**config.mk**
```make
export PLATFORM = sky130hd
export DESIGN_NAME = dcache_ram_arbiter
export DESIGN_NICKNAME = d
export VERILOG_FILES = /design/src/rtl/dcache_ram_arbiter.sv
export SDC_FILE = /design/constraint.sdc
export NUM_CORES = 1
export LEC_CHECK = 0
export CORE_AREA = 5 5 534 536
export DETAILED_ROUTE_END_ITERATION = 8
export DIE_AREA = 0 0 539 541
export SLEW_MARGIN = 20
export SYNTH_ARGS = -nofsm -noshare
export SYNTH_HDL_FRONTEND = slang
export SYNTH_SLANG_ARGS = --single-unit
```
**constraint.sdc**
```tcl
create_clock -name clk_i -period 6.8 [get_ports clk_i]
set_input_delay 2.04 -clock clk_i [delete_from_list [all_inputs] [get_ports clk_i]]
set_output_delay 2.04 -clock clk_i [all_outputs]
set_load 0.005 [all_outputs]
```
**src/rtl/dcache_ram_arbiter.sv**
```systemverilog
// Data-cache SRAM arbiter: picks one of NR_PORTS requesters per cycle,
// forwards its command to the way-banked SRAM and evaluates per-way tag
// hits for the granted read one cycle later.
//
// Request/grant semantics: a port requests while any bit of its req_i way
// mask is set and holds its command stable; gnt_o is combinational in that
// same cycle, and a request counts as consumed only in a cycle where its
// gnt_o bit is 1. There is no backpressure on the read return: rvalid_o is
// a single-cycle pulse, one cycle after the read grant.
module dcache_ram_arbiter #(
    parameter int NR_PORTS = 4,
    parameter int NR_WAYS  = 8,
    parameter int INDEX_W  = 12,
    parameter int TAG_W    = 44,
    parameter int LINE_W   = 128,
    parameter int RR_MODE  = 1
) (
    input  logic                               clk_i,
    input  logic                               clr_i,
    input  logic [NR_PORTS-1:0][NR_WAYS-1:0]   req_i,
    input  logic [NR_PORTS-1:0][INDEX_W-1:0]   addr_i,
    input  logic [NR_PORTS-1:0]                we_i,
    input  logic [NR_PORTS-1:0][LINE_W-1:0]    wdata_i,
    input  logic [NR_PORTS-1:0][LINE_W/8-1:0]  be_i,
    input  logic [NR_PORTS-1:0][TAG_W-1:0]     tag_i,
    input  logic [NR_PORTS-1:0]                lock_i,
    output logic [NR_PORTS-1:0]                gnt_o,
    output logic [NR_PORTS-1:0]                rvalid_o,
    output logic [NR_WAYS-1:0]                 hit_way_o,
    output logic                               hit_o,
    output logic                               multi_hit_o,
    output logic [NR_WAYS-1:0]                 ram_req_o,
    output logic [INDEX_W-1:0]                 ram_addr_o,
    output logic                               ram_we_o,
    output logic [LINE_W-1:0]                  ram_wdata_o,
    output logic [LINE_W/8-1:0]                ram_be_o,
    input  logic [NR_WAYS-1:0][TAG_W-1:0]      ram_tag_i,
    input  logic [NR_WAYS-1:0]                 ram_valid_i
);

    localparam int PW = $clog2(NR_PORTS);

    logic [PW-1:0]       rr_q;
    logic                lock_valid_q;
    logic [PW-1:0]       lock_id_q;
    logic [PW-1:0]       id_q;
    logic                rd_q;

    logic [NR_PORTS-1:0] eligible;
    logic [PW-1:0]       rr_start;
    logic                win_valid;
    logic [PW-1:0]       win_id;

    // Fixed priority simply starts the search at port 0 every cycle.
    assign rr_start = (RR_MODE != 0) ? rr_q : '0;

    // Eligibility: a requesting port, restricted to the lock owner while one exists.
    always_comb begin
        eligible = '0;
        for (int p = 0; p < NR_PORTS; p++) begin
            eligible[p] = (|req_i[p]) && (!lock_valid_q || (lock_id_q == PW'(p)));
        end
    end

    // Winner search: first eligible port at or above rr_start, wrapping; none while clearing.
    always_comb begin
        win_valid = 1'b0;
        win_id    = '0;
        for (int i = 0; i < NR_PORTS; i++) begin
            int sum;
            sum = int'(rr_start) + i;
            if (sum >= NR_PORTS) sum = sum - NR_PORTS;
            if (!win_valid && !clr_i && eligible[PW'(sum)]) begin
                win_valid = 1'b1;
                win_id    = PW'(sum);
            end
        end
    end

    // One-hot grant decode of the winner.
    always_comb begin
        gnt_o = '0;
        for (int p = 0; p < NR_PORTS; p++) begin
            gnt_o[p] = win_valid && (win_id == PW'(p));
        end
    end

    // SRAM command mux; the strobes are qualified so an idle cycle never touches the array.
    assign ram_req_o   = win_valid ? req_i[win_id] : '0;
    assign ram_we_o    = win_valid && we_i[win_id];
    assign ram_addr_o  = addr_i[win_id];
    assign ram_wdata_o = wdata_i[win_id];
    assign ram_be_o    = be_i[win_id];

    // Pointer, lock ownership and pending-read tracking.
    always_ff @(posedge clk_i) begin
        if (clr_i) begin
            rr_q         <= '0;
            lock_valid_q <= 1'b0;
            lock_id_q    <= '0;
            id_q         <= '0;
            rd_q         <= 1'b0;
        end else begin
            if (win_valid) begin
                rr_q <= (win_id == PW'(NR_PORTS - 1)) ? '0 : win_id + PW'(1);
            end
            rd_q <= win_valid && !we_i[win_id];
            if (win_valid && !we_i[win_id]) begin
                id_q <= win_id;
            end
            // The owner keeps the lock only while it holds lock_i; a new lock
            // can only be taken by the port actually granted this cycle.
            if (lock_valid_q) begin
                if (!lock_i[lock_id_q]) lock_valid_q <= 1'b0;
            end else if (win_valid && lock_i[win_id]) begin
                lock_valid_q <= 1'b1;
                lock_id_q    <= win_id;
            end
        end
    end

    // Read return: compare every way's stored tag against the late tag of the read owner.
    always_comb begin
        hit_way_o = '0;
        rvalid_o  = '0;
        for (int w = 0; w < NR_WAYS; w++) begin
            hit_way_o[w] = rd_q && ram_valid_i[w] && (ram_tag_i[w] == tag_i[id_q]);
        end
        for (int p = 0; p < NR_PORTS; p++) begin
            rvalid_o[p] = rd_q && (id_q == PW'(p));
        end
    end

    assign hit_o       = |hit_way_o;
    // Clearing the lowest set bit leaves something only if two or more ways hit.
    assign multi_hit_o = |(hit_way_o & (hit_way_o - NR_WAYS'(1)));

endmodule
```
==> out/metrics.csv <==
stage,metric,value,unit
floorplanning,fp.dieW,539,microns
synth,synth_top_family_by_area,simple AND/OR/NAND/NOR gates,
sta,fmax,138,MHz
drt,vias_per_cell,3.51,
worst_hold_path,worstHoldPathType,flip-flop to flip-flop,
clocking,path_clk_slew,40,ps
finish,postLayoutCoreUtil,0.152,
floorplanning,pin_count,1385,
critical_path,slowest_delay,530,ps
sta,holdWs,608,ps
synth,synth_fa_ha_area_frac,0.00450,
global_route,grt_pass1_wl,332000,microns
clocking,cts_tree,done,
sta,fin_tns_setup,-46620,ps
clocking,htreeDepth,1,
finish,n_fill_cell,31900,
synth,syn_area,13300,sq um
critical_path,crit_fanout,3,
synth,avgSynthCellArea,6.33,sq um
critical_path,cp-start-kind,input pin,
sta,rsz0062_at_grt,true,
critical_path,path_class,input pin to output pin,
pwr,p_leak,0.0161,uW
critical_path,arrival,5210,ps
global_route,grt_overflow,0,
critical_path,cp.required,4760,ps
sta,finClkSkew,5.56,ps
place,place_ws,-1610,ps
sta,fin_crit,7250,ps
drt,routed_wl,274000,microns
global_route,grtUsageTotal,0.177,
synth,ys_seq_elements,8,
synth,synth-compound-area-share,0.203,
clocking,cts_inserted_buffers,3,
run_status,violations,setup timing,
synth,synth_fp_nets,3313,
drt,drt.antenna.violating_nets,0,
critical_path,critPathSlowestCell,nor4_1,
synth,yosys-mux-area-fraction,0.151,
global_route,grt_pass1_vias,27500,
clocking,ctsHoldBuffers,0,
drt,avgRoutedWirePerCell,34.7,microns
synth,synthSimpleGateAreaFrac,0.368,
pwr,ir_drop,0.000241,V
sta,setup_ws,-448,ps
pwr,power.density,366,nW/um^2
synth,synth_xor_area_frac,0.190,
place,dp.cells,7607,
finish,layout.cells.non_filler,7906,
synth,synthCells,2107,
place,place.gp.congestion,1.04,
drt,drc,0,
critical_path,crit_path_cell_trace,clkdlybuf4s15_1 -> mux4_2 -> buf_4 -> xor2_1 -> nor4_1 -> nand4_1 -> buf_4 -> nor4_4 -> buf_4 -> nor2_2 -> o311a_1 -> a21oi_4 -> buf_6,
worst_hold_path,worstHoldPathCells,2,
sta,period_share,1.07,
sta,slew-limit-headroom,0.477,
clocking,clk_latency,250,ps
sta,tightestPinTransition,762,ps
finish,multi_input_area,15500,sq um
run_status,status,"complete, but fails checks",
finish,nNetsFinal,5303,
synth,synth_warnings,0,
clocking,cts.sinks,8,
global_route,antenna_found_initial,300,
clocking,clock_path_buffers,2,
finish,mostFrequentLayoutCell,clkdlybuf4s50_1,
finish,register_area,168,sq um
drt,vias,27700,
sta,hold_violations,0,
finish,area_growth,219,%
sta,finalSetupViolCount,170,
finish,final_cell_mix,"1015 x clkdlybuf4s50_1, 694 x nand2_1, 509 x buf_4, 147 x buf_12, 146 x buf_2",
floorplanning,core_area,280000,sq um
synth,synth_edf_count,0,
floorplanning,rows,195,
synth,synthArstFlopShare,0,
critical_path,cp-end-kind,output pin,
drt,drt_iter0_markers,2022,
synth,synthFlopType,dfxtp_1,
sta,drv_slew,0,
clocking,root_buffer,clkbuf_16,
global_route,grt_start_max_net_pins,42,
floorplanning,die_height,541,microns
job,max-cap-violations,0,
synth,synthDistinctLibCells,77,
floorplanning,fp.dieArea,292000,sq um
synth,synth-seq-area-share,0.0120,
place,place_hpwl,242000,microns
finish,drive_above_1_share,0.359,
drt,drt-pass1-iter-count,7,
critical_path,crit_top_cell,buf_4,
floorplanning,start_util,0.0476,
place,io_buffer_count,1384,
critical_path,rr_worst_depth,15,
## area by class of cell
class	instances	area share
Clock buffer	4	0.00185
Timing Repair Buffer	2160	0.513
Antenna cell	67	0.00394
Multi-Input combinational cell	1903	0.363
Inverter	18	0.00282
Tap cell	3743	0.110
Timing Repair inverter	3	0.00141
Sequential cell	8	0.00394
## Yosys cell counts (8+ instances only)
cell type	count	area share
inv_1	16	0.0045
nand4_1	45	0.021
nand2b_1	9	0.0042
dfxtp_1	8	0.012
nand2_1	700	0.20
o22ai_1	20	0.0094
buf_2	39	0.015
mux4_2	40	0.068
mux2i_1	84	0.063
a311oi_1	8	0.0053
nor2_1	37	0.010
nor2b_1	8	0.0038
nor4_1	40	0.019
nand3_1	18	0.0068
buf_1	9	0.0025
xnor2_1	157	0.10
o21ai_0	39	0.015
xor2_1	130	0.085
a31oi_1	166	0.078
a22oi_1	10	0.0056
a21oi_1	34	0.013
o221ai_1	15	0.0099
and3_1	168	0.079
mux2_2	10	0.0084
o211ai_1	11	0.0062
a221oi_1	10	0.0066
nor3_1	21	0.0079
clkbuf_1	108	0.030
o2111ai_1	10	0.0066
buf_6	15	0.013
## through the flow
step	total power (uW)	area, sq um
final	15600	42600
after global routing	16200	42500
after CTS	14900	41000
after detailed placement	11600	36400
after global placement	11700	36400
after floorplan	4050	13300
## worst max-delay path: cells and delay by family
kind            cells  cell delay, ps
compound gates      2             610
mux                 1             500
xor+xnor            1             160
simple gates        4             960
buf+inv             5             920
## sequential cells by signal (all words and copies together) (netlist names)
register and cells:
id_q 2, lock_id_q 2, rr_q 2, lock_valid_q 1
rd_q 1
## repair_timing
action                                  4_1_cts  5_1_grt
cloned                                       27        3
resized for setup                          1526      317
buffers inserted                            196       60
hold endpoints to repair                      0        0
pin swaps                                    80       71
endpoints found under the setup margin      179      178
## final timing paths
kind,start,to,slack [ps]
hold reg to reg,id_q[1]$_SDFFE_PP0P_,id_q[1]$_SDFFE_PP0P_,610
setup / recovery,tag_i[58],multi_hit_o,-450
hold / removal,id_q[1]$_SDFFE_PP0P_,id_q[1]$_SDFFE_PP0P_,610
setup reg to reg,lock_valid_q$_SDFF_PP0_,lock_id_q[0]$_SDFFE_PP0P_,3080
## routing by layer
layer	vias up	global-route usage	routed length [microns]
met1	13100	0.182	95500
met2	2045	0.334	139000
met4	52	0.101	23000
li1	11700	-	-
met5	-	0	370
met3	869	0.0313	15900
## cells by family (layout without fill, tap and decap cells)
logic type / Yosys count / after routing
and+or+nand+nor: 1070 / 1070
AOI/OAI and AO/OA: 396 / 396
xor gates and xnor gates: 288 / 288
buffers and inverters: 196 / 2185
muxes: 144 / 144
DFF: 8 / 8
adders and majority gates: 5 / 5
other: 0 / 67
## report_power, final
| part | internal [uW] | leakage, uW | switching, uW |
|---|---|---|---|
| Sequential | 69.5 | 0.0000675 | 110 |
| Clock | 79.3 | 0.0000386 | 35.3 |
| Combinational | 7750 | 0.0160 | 7560 |
| Total | 7890 | 0.0161 | 7700 |
Note: power is estimated with default switching activity, not from simulation.
